--- config.mk ---
export PLATFORM = sky130hd
export DESIGN_NAME = uart_param
export DESIGN_NICKNAME = d
export VERILOG_FILES = /design/src/rtl/uart_pkg.sv /design/src/rtl/uart_baud_gen.sv /design/src/rtl/uart_param.sv
export SDC_FILE = /design/constraint.sdc
export NUM_CORES = 1
export LEC_CHECK = 0
export ABC_AREA = 1
export CAP_MARGIN = 20
export CORE_MARGIN = 3
export CORE_UTILIZATION = 52
export CTS_CLUSTER_SIZE = 20
export DETAILED_ROUTE_END_ITERATION = 7
export PLACE_DENSITY = 0.74
export RECOVER_POWER = 50
export REMOVE_ABC_BUFFERS = 1
export SLEW_MARGIN = 20
export SYNTH_ARGS = -nofsm -noshare
export SYNTH_HDL_FRONTEND = slang
export SYNTH_SLANG_ARGS = --single-unit
--- constraint.sdc ---
create_clock -name clk -period 3 [get_ports clk]
set_clock_uncertainty 0.15 [all_clocks]
set_input_delay 0.6 -clock clk [delete_from_list [all_inputs] [get_ports clk]]
set_output_delay 0.6 -clock clk [all_outputs]
set_load 0.01 [all_outputs]
--- src/rtl/uart_pkg.sv ---
// uart_pkg: shared types and helpers for the uart_param serial block.
// Holds the parity mode enum, both FSM state enums, a frame-length helper
// and the parity-bit helper used by both the transmitter and the receiver.
package uart_pkg;

  typedef enum logic [1:0] {
    NONE = 2'd0,
    ODD  = 2'd1,
    EVEN = 2'd2
  } parity_t;

  typedef enum logic [2:0] {
    RX_IDLE   = 3'd0,
    RX_START  = 3'd1,
    RX_DATA   = 3'd2,
    RX_PARITY = 3'd3,
    RX_STOP   = 3'd4,
    RX_BREAK  = 3'd5
  } rx_state_t;

  typedef enum logic [2:0] {
    TX_IDLE   = 3'd0,
    TX_START  = 3'd1,
    TX_DATA   = 3'd2,
    TX_PARITY = 3'd3,
    TX_STOP   = 3'd4
  } tx_state_t;

  // Total bits on the wire for one frame: start + data + optional parity + stop.
  function automatic int frame_bits(input int data_bits, input int stop_bits, input int parity);
    return 1 + data_bits + ((parity != 0) ? 1 : 0) + stop_bits;
  endfunction

  // Parity bit for up to 9 data bits (zero extension does not change the XOR).
  // Even: XOR of the data bits; odd: its inverse.
  function automatic logic par_bit(input logic [8:0] d, input int mode);
    return (mode == int'(ODD)) ? ~(^d) : (^d);
  endfunction

endpackage

--- src/rtl/uart_baud_gen.sv ---
// uart_baud_gen: free-running divider producing a one-cycle oversample tick
// every DIV clocks (counter runs 0..DIV-1, tick at DIV-1).
module uart_baud_gen #(
  parameter int DIV = 10
) (
  input  logic clk,
  input  logic rst,
  output logic tick
);

  localparam int CW = (DIV > 2) ? $clog2(DIV) : 1;

  if (DIV < 2) begin : g_div_check
    $error("uart_baud_gen: DIV must be at least 2");
  end

  logic [CW-1:0] cnt;

  // Divider counter, wraps at DIV-1.
  always_ff @(posedge clk or posedge rst) begin
    if (rst) begin
      cnt <= '0;
    end else if (cnt == CW'(DIV - 1)) begin
      cnt <= '0;
    end else begin
      cnt <= cnt + 1'b1;
    end
  end

  assign tick = (cnt == CW'(DIV - 1));

endmodule

--- src/rtl/uart_param.sv ---
// uart_param: full-duplex UART, 16x (OVERSAMPLE) receive sampling, LSB first.
// Optional parity hardware is built only when UART_PARITY_EN is defined;
// otherwise PARITY is ignored and parity_err is tied low.
// Handshakes (tx_valid/tx_ready, rx_valid/rx_ready): a transfer occurs on
// every rising clk edge where valid and ready are both high; valid, once
// raised, holds with stable data until that transfer.
module uart_param
  import uart_pkg::*;
#(
  parameter int CLOCK      = 50000000,
  parameter int BAUD       = 9600,
  parameter int DATA       = 8,
  parameter int STOP       = 1,
  parameter int PARITY     = 0,
  parameter int OVERSAMPLE = 16
) (
  input  logic            clk,
  input  logic            rst,
  input  logic            rx,
  output logic            tx,
  input  logic [DATA-1:0] tx_data,
  input  logic            tx_valid,
  output logic            tx_ready,
  output logic [DATA-1:0] rx_data,
  output logic            rx_valid,
  input  logic            rx_ready,
  output logic            parity_err,
  output logic            frame_err,
  output logic            overrun,
  output logic [2:0]      rx_state_dbg,
  output logic [2:0]      tx_state_dbg
);

`ifdef UART_PARITY_EN
  localparam int PAR_EFF = PARITY;
`else
  localparam int PAR_EFF = 0;
`endif
  localparam bit PAR_EN     = (PAR_EFF != 0);
  localparam int DIV        = CLOCK / (BAUD * OVERSAMPLE);
  localparam int FRAME_BITS = frame_bits(DATA, STOP, PAR_EFF);
  localparam int CW         = $clog2(OVERSAMPLE);
  localparam int RBW        = $clog2(DATA);
  localparam int TBW        = $clog2(FRAME_BITS);

  if (DATA < 5 || DATA > 9) begin : g_data_check
    $error("uart_param: DATA must be 5..9");
  end
  if (STOP < 1 || STOP > 2) begin : g_stop_check
    $error("uart_param: STOP must be 1 or 2");
  end
  if (PARITY < 0 || PARITY > 2) begin : g_parity_check
    $error("uart_param: PARITY must be 0, 1 or 2");
  end
  if (OVERSAMPLE < 8 || (OVERSAMPLE % 2) != 0) begin : g_os_check
    $error("uart_param: OVERSAMPLE must be even and at least 8");
  end

  logic tick;

  uart_baud_gen #(.DIV(DIV)) u_baud (
    .clk  (clk),
    .rst  (rst),
    .tick (tick)
  );

  // ---------------- receive ----------------
  logic            rx_m, rx_s, rx_prev;
  rx_state_t       rx_st;
  logic [CW-1:0]   rx_cnt;
  logic [RBW-1:0]  rx_bit;
  logic [DATA-1:0] rx_sh;
  logic            rx_last, rx_ok, rx_bad;
`ifdef UART_PARITY_EN
  logic            rx_perr, perr_q;
`endif

  // Two-flop synchroniser plus a delayed copy for falling-edge detection.
  always_ff @(posedge clk or posedge rst) begin
    if (rst) begin
      rx_m    <= 1'b1;
      rx_s    <= 1'b1;
      rx_prev <= 1'b1;
    end else begin
      rx_m    <= rx;
      rx_s    <= rx_m;
      rx_prev <= rx_s;
    end
  end

  // Half a bit in START lands mid start bit; every later sample is a full bit on.
  assign rx_last = (rx_st == RX_START) ? (rx_cnt == CW'(OVERSAMPLE / 2 - 1))
                                       : (rx_cnt == CW'(OVERSAMPLE - 1));
  assign rx_ok   = (rx_st == RX_STOP) && tick && rx_last && rx_s;
  assign rx_bad  = (rx_st == RX_STOP) && tick && rx_last && !rx_s;

  // Receive FSM: start qualification, data shift, parity and first stop sample.
  always_ff @(posedge clk or posedge rst) begin
    if (rst) begin
      rx_st  <= RX_IDLE;
      rx_cnt <= '0;
      rx_bit <= '0;
      rx_sh  <= '0;
`ifdef UART_PARITY_EN
      rx_perr <= 1'b0;
`endif
    end else begin
      case (rx_st)
        RX_IDLE: begin
          if (rx_prev && !rx_s) begin
            rx_st  <= RX_START;
            rx_cnt <= '0;
          end
        end
        RX_BREAK: begin
          if (rx_s) rx_st <= RX_IDLE;
        end
        default: begin
          if (tick) begin
            if (rx_last) begin
              rx_cnt <= '0;
              case (rx_st)
                RX_START: begin
                  rx_bit <= '0;
`ifdef UART_PARITY_EN
                  rx_perr <= 1'b0;
`endif
                  rx_st  <= rx_s ? RX_IDLE : RX_DATA;
                end
                RX_DATA: begin
                  rx_sh <= {rx_s, rx_sh[DATA-1:1]};
                  if (rx_bit == RBW'(DATA - 1)) begin
                    rx_st <= PAR_EN ? RX_PARITY : RX_STOP;
                  end else begin
                    rx_bit <= rx_bit + 1'b1;
                  end
                end
                RX_PARITY: begin
`ifdef UART_PARITY_EN
                  rx_perr <= (rx_s != par_bit(9'(rx_sh), PAR_EFF));
`endif
                  rx_st <= RX_STOP;
                end
                default: begin
                  // Stop sample: go idle mid stop bit, or hold off on a break.
                  rx_st <= rx_s ? RX_IDLE : RX_BREAK;
                end
              endcase
            end else begin
              rx_cnt <= rx_cnt + 1'b1;
            end
          end
        end
      endcase
    end
  end

  // Output holding register with overrun detection and error pulses.
  always_ff @(posedge clk or posedge rst) begin
    if (rst) begin
      rx_valid  <= 1'b0;
      rx_data   <= '0;
      frame_err <= 1'b0;
      overrun   <= 1'b0;
`ifdef UART_PARITY_EN
      perr_q    <= 1'b0;
`endif
    end else begin
      frame_err <= rx_bad;
      overrun   <= rx_ok && rx_valid && !rx_ready;
      if (rx_ok && (!rx_valid || rx_ready)) begin
        rx_data  <= rx_sh;
        rx_valid <= 1'b1;
`ifdef UART_PARITY_EN
        perr_q   <= rx_perr;
`endif
      end else if (rx_valid && rx_ready) begin
        rx_valid <= 1'b0;
      end
    end
  end

`ifdef UART_PARITY_EN
  assign parity_err = perr_q;
`else
  assign parity_err = 1'b0;
`endif

  // ---------------- transmit ----------------
  tx_state_t       tx_st;
  logic [CW-1:0]   tx_cnt;
  logic [TBW-1:0]  tx_bit;
  logic [DATA-1:0] tx_sh;
  logic            tx_par, tx_wait;

  // Transmit FSM: tx_bit indexes the wire bit being sent (0 = start); each
  // bit boundary picks the next state from that index.
  always_ff @(posedge clk or posedge rst) begin
    if (rst) begin
      tx_st    <= TX_IDLE;
      tx       <= 1'b1;
      tx_ready <= 1'b1;
      tx_sh    <= '0;
      tx_par   <= 1'b0;
      tx_cnt   <= '0;
      tx_bit   <= '0;
      tx_wait  <= 1'b0;
    end else if (tx_st == TX_IDLE) begin
      if (tx_valid) begin
        tx_sh    <= tx_data;
        tx_par   <= par_bit(9'(tx_data), PAR_EFF);
        tx_ready <= 1'b0;
        tx_wait  <= 1'b1;
        tx_cnt   <= '0;
        tx_bit   <= '0;
        tx_st    <= TX_START;
      end
    end else if (tick) begin
      if (tx_wait) begin
        tx_wait <= 1'b0;
        tx      <= 1'b0;
      end else if (tx_cnt == CW'(OVERSAMPLE - 1)) begin
        tx_cnt <= '0;
        tx_bit <= tx_bit + 1'b1;
        if (tx_bit == TBW'(FRAME_BITS - 1)) begin
          tx_st    <= TX_IDLE;
          tx_ready <= 1'b1;
        end else if (tx_bit < TBW'(DATA)) begin
          tx_st <= TX_DATA;
          tx    <= tx_sh[0];
          tx_sh <= tx_sh >> 1;
        end else if (PAR_EN && (tx_bit == TBW'(DATA))) begin
          tx_st <= TX_PARITY;
          tx    <= tx_par;
        end else begin
          tx_st <= TX_STOP;
          tx    <= 1'b1;
        end
      end else begin
        tx_cnt <= tx_cnt + 1'b1;
      end
    end
  end

  assign rx_state_dbg = rx_st;
  assign tx_state_dbg = tx_st;

endmodule
==> results of run 1 <==
logic make-up after synthesis:
| group | Yosys count |
|---|---|
| fa+ha+maj | 8 |
| buf+inv | 45 |
| xor+xnor | 6 |
| flops | 63 |
| simple gates | 222 |
| other cells | 1 |
| compound gates | 37 |
registers in the layout, indices dropped and copies added (netlist names), 3 cells and up:
register,count
rx_cnt,4
rx_data,8
rx_sh,8
tx_cnt,4
rx_bit,3
u_baud.cnt,9
rx_state_dbg,3
tx_sh,8
tx_state_dbg,3
tx_bit,4
final cells by class:
type	instances	area, sq um	area share [%]
well taps	72	90.1	2.42
flip-flops and latches	63	1580	42.4
clock buffers	13	149	3.99
inverters	37	141	3.79
clock inverters	3	42.5	1.14
multi-input cells	274	1400	37.6
repair buffers	33	323	8.65
report_power, final:
group | internal [mW] | leakage [nW] | switching [mW]
combinational | 0.332 | 1.03 | 0.634
sequential | 0.981 | 0.825 | 0.115
clock | 0.406 | 0.0936 | 0.313
total | 1.72 | 1.95 | 1.06
synthesized netlist by cell type (all sizes together):
master	number	area, sq um
ha	8	100
or2	3	18.8
buf	5	40.0
nand2	143	557
inv	37	141
nor3	4	20.0
nor2	24	140
nand3b	2	15.0
nand4	11	75.1
nor4	2	12.5
nor3b	1	7.51
o21ai	28	174
nand3	32	195
xor2	5	43.8
a21oi	8	40.0
o22ai	1	6.26
conb	1	3.75
dfrtp	58	1450
dfstp	5	131
xnor2	1	8.76
clkbuf	3	11.3
worst max path at each step:
stage,to,slack (ns),depth (start not counted)
final,rx_state_dbg[0],0.64,11
after global routing,rx_state_dbg[1],0.39,11
after CTS,rx_state_dbg[0],0.78,1
after detailed placement,tx_bit[0],0.92,8
after global placement,tx_state_dbg[0],0.94,8
after floorplan,frame_err,0.69,1
layer usage:
| metal | GRT usage, % | share of wire (%) | vias to the layer above |
|---|---|---|---|
| li1 | - | - | 1294 |
| met1 | 23.2 | 46 | 1217 |
| met2 | 32.6 | 49 | 53 |
| met3 | 4.12 | 3.8 | 10 |
| met4 | 7.34 | 1.8 | 0 |
| met5 | 0 | 0 | - |
critical path: cells and delay by family (launching register included):
family	cells	cell delay, ns
fa+ha+maj	1	0.14
buf+inv	2	0.13
flops	1	0.41
simple gates	8	1.41
==> run metrics, run 1 <==
outcome finished with violations; worst-path maximum fanout 8; dpl cells 479; CTS tree yes; Worst Setup Start Kind flip-flop; count of cell types in the netlist 35; RSZ-0062 raised after global routing false; maximum operating frequency 423 MHz; adder and majority gate portion of the synthesized area 3.13%; failing checks capacitance limit, slew limit; first-pass iteration count of the detailed router 5; Post-route DRC 0; Leak Pwr 1.95 nW; post-route setup slack 0.636 ns; Gate Count Post-Synth 382; flop-to-flop setup slack 0.64 ns; mux cell area share after synthesis 0%; Iter 0 DRT Violations 139; H-tree Lvls 3; post-layout instance area 3730 sq um; dpl cell area 3570 sq um; Worst EP required 3.08 ns; worst hold slack 0.214 ns; Total GRT Usage 18.9%; post-synthesis register bit count 63; average wire per standard cell 12.6 microns; Die W 84.4 microns; Max Slew Vio Count 64; crit-path cells inv_1 -> ha_1 -> nand2_1 -> inv_1 -> nand2_1 -> nor2_1 -> nand4_2 -> nand2_1 -> nand2_1 -> nand2_1 -> nand2_1; Core Rows 27; synthesized cell area 3190 sq um; vias per cell 5.20; CP max stage cell nor2_1; setup bufs post-CTS 0; Placer Congestion 0.827; peak supply drop 0.433 mV; reg-to-reg startpoint u_baud.cnt[0]; total negative slack 0 ns; largest net degree at the start of global routing 64; PwrDens 746 nW/um^2; largest family of logic cells by synthesized area simple AND/OR/NAND/NOR gates; crit share post-route 78.8%; xor/xnor share of the synthesized area 1.65%; initial antenna violation count 0; synthesized area per cell 8.36 sq um; critical path startpoint u_baud.cnt[0]; max cap viols 1; final cell count without fillers 495; Core Region 5710 sq um; detailed-route via count 2,574; RR Endpoint rx_state_dbg[0]; Final Core Density 65.3%; simple-gate share of the synthesized area 32.6%; Min-Delay Path Class flip-flop to flip-flop; complex-gate fraction of the synthesized area 6.90%; Yosys warning total 0; Final ANT Viol Nets 0; commonest non-fill, non-tap cell in the layout nand2_1; Crit. End Element flip-flop; # diodes 0; area grow syn2layout 16.8%; grt total ovfl 0; Clock Latency Late Sink 0.33 ns; Die H 84.4 microns; IO buf count 31; Worst-Margin Slew 1.52 ns; Worst-path clk slew 0.07 ns; final setup fails 0; Seq/Total Area, Yosys 49.6%; count of final hold-check violations 0; PostCTS Resize Cnt 0; fillers 475; worst hold endpoint rx_s; root buffer cell clkbuf_8; effective utilization at floorplan 55.9%; Hold Path Depth 0; min-delay src rx_m; FF-to-FF path depth 11; die footprint 7120 sq um; CTS Buf Count 9; CTS max path bufs 2; Crit path largest cell delay 0.62 ns; final net count 439; DP HPWL 4.45 mm; share of cells above drive strength 1 11.6%; total power 2.78 mW; most frequent cells in the layout nand2_1, dfrtp_1, inv_1; post-layout min period 2.36 ns; Routed WL 6.26 mm; crit path DAT 2.44 ns; cell mode on critical path nand2_1; Setup CP Type flip-flop to flip-flop; Max transition margin -1.14%; CTS hold repair buffers 0; number of global-route vias before repair 2,581; CTS Sinks 63; global-route wire length before repair 10.9 mm; pre-CTS WS 0.922 ns; io pins 33
Power figures use the tool's default switching activity.
==> run 2, diff against run 1 <==
==> constraint.sdc (replaced) <==
create_clock -name clk -period 2.4 [get_ports clk]
set_clock_uncertainty 0.15 [all_clocks]
set_input_delay 0.48 -clock clk [delete_from_list [all_inputs] [get_ports clk]]
set_output_delay 0.48 -clock clk [all_outputs]
set_load 0.01 [all_outputs]
==> run 2 against run 1 <==
Effect of this change:
- the run now ends clean
- die area unchanged
- design area up 1.3%
- cell count up 0.20%
- clock power up 38%
- utilization up 0.83 points
- sequential share of layout area down 0.53 points
- non-clock buffer count up 1
- routed wire length down 1.1%
- hold slack worse by 0.0019 ns
- global-route usage down 0.082 points
- first-iteration DRC count down 14%
- via count down 0.62%
- critical path type is now flip-flop to output port
- critical endpoint is now rx_state_dbg[0]
- highest routed layer unchanged
==> run metrics, run 2 (synthesis gave the netlist of run 1 again) <==
worst-path maximum fanout 8 (unchanged); Most flops, register u_baud.cnt; Top delay family on crit path buffers and inverters; critical path startpoint rx_state_dbg[0]; Core Rows 27 (unchanged); Leak Pwr 2.00 nW (+2.5%); CTS Buf Count 9 (unchanged); Largest register FFs 9 (unchanged); peak supply drop 0.821 mV (+89%); Crit path largest cell delay 0.60 ns (-0.02 ns); PwrDens 952 nW/um^2 (+28%); Die H 84.4 microns (unchanged); fillers 493 (+3.8%); largest net degree at the start of global routing 52 (-19%); Switch Pwr 1.36 mW (+28%); crit-path cells clkdlybuf4s50_1; Worst Setup Start Kind flip-flop; Post-route DRC 0 (unchanged); Worst-path clk slew 0.07 ns (about the same); Clk pwr share 27.6% (+1.7 points); Total GRT Usage 18.9% (-0.082 points); outcome finished, final reports clean; RSZ-0062 raised after global routing false; final net count 440 (+0.23%); DP HPWL 4.36 mm (-2.0%); total negative slack 0 ns (unchanged); post-layout min period 2.08 ns; internal power 2.24 mW (+30%); Min-Delay Path Class flip-flop to flip-flop; root buffer cell clkbuf_8; Worst-Margin Slew 0.684 ns (-0.833 ns); CTS hold repair buffers 0 (unchanged); Final Core Density 66.2% (+0.83 points); Crit. End Element output port; CTS Sinks 63 (unchanged); initial antenna violation count 0 (unchanged); first-pass iteration count of the detailed router 4 (-1); crit share post-route 86.9%; area grow syn2layout 18.3%; setup bufs post-CTS 0 (unchanged); Worst EP required 1.77 ns (-1.31 ns); detailed-route via count 2,558 (-0.62%); share of cells above drive strength 1 12.5% (+0.92 points); CTS tree yes; PostCTS Resize Cnt 0 (unchanged); reg-to-reg startpoint u_baud.cnt[0]; combinational share of power 34.3% (-0.4 points); # diodes 0 (unchanged); Clock Latency Late Sink 0.33 ns (about the same); CP max stage cell clkdlybuf4s50_1; max cap viols 0 (-1); io pins 33 (unchanged); H-tree Lvls 3 (unchanged); Die W 84.4 microns (unchanged); Core Region 5710 sq um (unchanged); Placer Congestion 0.771 (-6.8%); count of final hold-check violations 0 (unchanged); maximum operating frequency 480 MHz; IO buf count 31 (unchanged); switching portion of total power 37.8% (-0.38 points); effective utilization at floorplan 55.9% (unchanged); Final ANT Viol Nets 0 (unchanged); Iter 0 DRT Violations 119 (-14%); Setup CP Type flip-flop to output port; Max Slew Vio Count 0 (-100%); Max transition margin 54.4% (+56 points); vias per cell 5.16 (-0.82%); Buf/Inv on CP 1 (-1); crit path DAT 1.45 ns (-0.99 ns); CTS max path bufs 2 (unchanged); min-delay src rx_m; global-route wire length before repair 10.9 mm (-0.57%); die footprint 7120 sq um (unchanged); commonest non-fill, non-tap cell in the layout nand2_1; final setup fails 0 (unchanged); Routed WL 6.19 mm (-1.1%); average wire per standard cell 12.5 microns (-1.3%); number of global-route vias before repair 2,484 (-3.8%); most frequent cells in the layout nand2_1, dfrtp_1, inv_1; grt total ovfl 0 (unchanged); sequential share of power 38.1% (-1.3 points)
run 2: changes by cell type in the layout (fill, tap and decap cells not counted), sizes merged:
cell | before | now
buf | 1 | 2
bufinv | 1 | 2
clkbuf | 14 | 11
clkinvlp | 1 | 2
inv | 36 | 37
run 2: cell type report:
type	count	area, sq um	share of cell area (%)
clock inverters	6	85.1	2.25
clock buffers	10	128	3.38
well taps	72	90.1	2.38
flip-flops and latches	63	1580	41.9
inverters	37	141	3.74
repair buffers	34	333	8.81
multi-input cells	274	1420	37.5
run 2: worst paths after layout:
path	depth (start not counted)	slack, ns	end
worst max-delay path	1	0.32	rx_state_dbg[0]
worst max register to register	11	0.47	tx_state_dbg[2]
worst min-delay path	0	0.21	rx_s
worst min register to register	0	0.21	rx_s
min in group asynchronous	2	0.46	tx_bit[2]
max in group asynchronous	3	0.52	u_baud.cnt[7]
run 2: per-layer routing:
layer	wire length, microns	global-route usage (%)	up-vias
li1	-	-	1299
met3	238	4.91	4
met4	54	7.91	0
met5	0	0	-
met1	2920	24.2	1210
met2	2970	30.4	45
run 2: per-stage QoR:
stage / total power, mW / setup slack [ns] / instance area (sq um) / hold slack (ns) / instances
after floorplan: 2.24 / 0.209 / 3140 / 0.195 / 374
after global placement: 2.59 / 0.470 / 3580 / 0.197 / 480
after detailed placement: 2.62 / 0.446 / 3580 / 0.199 / 480
after CTS: 3.63 / 0.303 / 3790 / 0.209 / 496
after global routing: 3.86 / 0.252 / 3780 / 0.219 / 496
final: 3.59 / 0.315 / 3780 / 0.212 / 496
run 2: power groups by stage:
stage,logic [mW],registers (mW),clock network (mW)
6_report,1.23,1.37,0.994
5_1_grt,1.40,1.39,1.07
4_1_cts,1.24,1.37,1.02
3_5_place_dp,1.23,1.38,0
3_3_place_gp,1.20,1.38,0
2_1_floorplan,0.867,1.37,0
==> run 3, diff against run 2 <==
--- a/config.mk
+++ b/config.mk
@@ -5,15 +5,14 @@
 export SDC_FILE = /design/constraint.sdc
 export NUM_CORES = 1
 export LEC_CHECK = 0
-export ABC_AREA = 1
 export CAP_MARGIN = 20
 export CORE_MARGIN = 3
-export CORE_UTILIZATION = 52
+export CORE_UTILIZATION = 35
 export CTS_CLUSTER_SIZE = 20
 export DETAILED_ROUTE_END_ITERATION = 7
-export PLACE_DENSITY = 0.74
 export RECOVER_POWER = 50
 export REMOVE_ABC_BUFFERS = 1
+export SETUP_SLACK_MARGIN = 0.05
 export SLEW_MARGIN = 20
 export SYNTH_ARGS = -nofsm -noshare
 export SYNTH_HDL_FRONTEND = slang
==> run 3 against run 2 <==
Effect of this change:
- the flow now finishes with violations (capacitance limit, slew limit)
- utilization decreased by 21 points
- via count shrank 16%
- power decreased by 18%
- count of clock-buffer cells in the layout fell by 1
- combinational power decreased by 34%
- critical path type is now flip-flop to flip-flop
- non-clock buffer count grew 13
- clock power is 8.9% lower
==> run metrics, run 3 <==
Hold Path Depth 0 (unchanged); area grow syn2layout 23.7%; min-delay src rx_m; wire length on met1 2.93 mm (+0.17%); Yosys top cell area share 48.1% (+2.6 points); total power 2.96 mW (-18%); Die H 98.9 microns (+17%); Die W 98.9 microns (+17%); io pins 33 (unchanged); RSZ-0062 raised after global routing true; uppermost layer routed met4; global-route wire length before repair 10.2 mm (-6.3%); pre-CTS WS 0.116 ns (-0.330 ns); Crit. End Element flip-flop; post-layout min period 2.24 ns (+0.156 ns); Worst EP required 2.52 ns (+0.75 ns); final cell count without fillers 436 (-12%); Gate Count Post-Synth 280 (-27%); Seq/Total Area, Yosys 52.4% (+2.9 points); post-synthesis register bit count 63 (unchanged); IO buf count 31 (unchanged); count of cell types in the netlist 54 (+54%); Final ANT Viol Nets 0 (unchanged); Routed WL 5.83 mm (-5.7%); reg-to-reg startpoint u_baud.cnt[0]; Min-Delay Path Class flip-flop to flip-flop; total negative slack 0 ns (unchanged); final setup fails 0 (unchanged); outcome finished with violations; flop-to-flop setup slack 0.16 ns (-0.31 ns); Commonest cells post-synth dfrtp_1, nand2_1, nor2_1, mux2_2; dominant synthesized flop cell dfrtp_1; DR WL met2 2.60 mm (-12%); maximum operating frequency 446 MHz (-7.0%); first-pass iteration count of the detailed router 4 (unchanged); largest net degree at the start of global routing 64 (+23%); synthesized area per cell 10.8 sq um (+29%); dpl cells 420 (-13%); Largest register FFs 9 (unchanged); crit path DAT 2.36 ns (+0.91 ns); peak supply drop 0.378 mV (-54%); Clock Latency Late Sink 0.33 ns (about the same); most common cell in the synthesized netlist dfrtp_1; ys async rst share 100% (unchanged); worst hold slack 0.213 ns (+0.00148 ns); DP HPWL 4.04 mm (-7.4%); PwrDens 792 nW/um^2 (-17%); switching portion of total power 32.3% (-5.5 points); Max transition margin -1.64% (-56 points); DR WL met3 245 microns (+2.9%); Core Rows 33 (+22%); Post-synth EDFFs 0 (unchanged); Switch Pwr 956 uW (-30%); max cap viols 1 (+1); detailed-route via count 2,152 (-16%); Most flops, register u_baud.cnt; CTS Buf Count 9 (unchanged); Setup CP Type flip-flop to flip-flop; worst hold endpoint rx_s; combinational share of power 27.3% (-7.0 points); area leader, netlist dfrtp_1; root buffer cell clkbuf_8; Leak Pwr 1.65 nW (-17%); H-tree Lvls 3 (unchanged); Worst Setup Start Kind flip-flop; Core Region 8300 sq um (+45%); synthesized cell area 3020 sq um (-5.4%); Placer Congestion 0.744 (-3.5%); Clk pwr share 30.6% (+3.0 points); Total GRT Usage 12.9% (-5.9 points); # diodes 0 (unchanged); grt total ovfl 0 (unchanged); Worst-path clk slew 0.07 ns (about the same); crit share post-route 93.4% (+6.5 points); CTS max path bufs 2 (unchanged); critical path startpoint u_baud.cnt[0]; post-route setup slack 0.159 ns (-0.156 ns); Synth area leaders dfrtp_1, mux2_2, nand2_1; final net count 347 (-21%); commonest non-fill, non-tap cell in the layout dfrtp_1; failing checks capacitance limit, slew limit; die footprint 9780 sq um (+37%); share of cells above drive strength 1 20.5% (+8.0 points); initial antenna violation count 0 (unchanged); Yosys warning total 0 (unchanged); RR Endpoint rx_cnt[2]; Post-route DRC 0 (unchanged); Worst-Margin Slew 1.52 ns (+0.841 ns); vias per cell 4.94 (-4.3%); most frequent cells in the layout dfrtp_1, nand2_1, clkdlybuf4s50_1; effective utilization at floorplan 36.4% (-20 points); number of global-route vias before repair 2,150 (-13%); CTS tree yes; Iter 0 DRT Violations 81 (-32%); CTS Sinks 63 (unchanged); setup bufs post-CTS 0 (unchanged); sequential share of power 42.1% (+4.0 points); count of final hold-check violations 0 (unchanged); average wire per standard cell 13.4 microns (+7.3%); Max Slew Vio Count 64 (+64); worst-path maximum fanout 5 (-3); internal power 2.00 mW (-10%); FF-to-FF path depth 7 (-4)
run 3: worst max path at each step:
stage,to
2_1_floorplan,rx_data[7]
3_3_place_gp,rx_data[7]
3_5_place_dp,rx_data[7]
4_1_cts,rx_data[7]
5_1_grt,tx_sh[5]
6_report,rx_cnt[2]
run 3: power groups by stage:
stage,logic (mW),clock network (mW),registers [mW]
after global routing,0.922,0.983,1.26
after floorplan,0.448,0,1.30
after global placement,0.807,0,1.26
after detailed placement,0.812,0,1.27
after CTS,0.821,0.935,1.24
final,0.808,0.906,1.24
run 3: critical path: stages, from the launching register on:
cell      delay, ns
dfrtp_1        0.43
inv_1          0.08
ha_1           0.21
and4bb_2       0.26
a31oi_1        0.08
o22a_1         0.25
or4b_2         0.64
nand2_1        0.08
run 3: routing by layer:
layer / GRT usage, % / vias to the layer above
met5: 0 / -
met4: 5.04 / 0
met3: 3.68 / 6
met2: 18.6 / 33
met1: 18.3 / 1036
li1: - / 1077
run 3: kinds of logic (layout without fill, tap and decap cells):
group / count (synthesis) / after routing / synth area share, %
AND/OR/NAND/NOR: 116 / 116 / 21.3
flip-flops: 63 / 63 / 52.4
AO/OA/AOI/OAI: 46 / 46 / 10.6
buffers and inverters: 19 / 70 / 2.94
multiplexers: 18 / 18 / 6.67
XOR/XNOR: 9 / 9 / 2.61
adder cells (fa/ha/maj): 8 / 8 / 3.32
other: 1 / 1 / 0.124
run 3: timing repair:
item,4_1_cts,5_1_grt
resized for setup,0,3
hold buffers,0,0
endpoints found under the setup margin,0,13
hold endpoints to repair,0,0
run 3: per-stage QoR:
| step | utilization [%] | cell area (sq um) |
|---|---|---|
| after floorplan | - | 2960 |
| after global placement | 42.7 | 3540 |
| after detailed placement | 42.7 | 3540 |
| after CTS | 45.1 | 3740 |
| after global routing | 45.0 | 3740 |
| final | 45.0 | 3740 |
run 3: final cells by class:
| class | count | area [sq um] |
|---|---|---|
| multi-input cells | 198 | 1360 |
| inverters | 7 | 26.3 |
| flip-flops and latches | 63 | 1580 |
| fillers | 787 | 4560 |
| clock inverters | 7 | 72.6 |
| clock buffers | 9 | 124 |
| well taps | 105 | 131 |
| repair buffers | 47 | 437 |
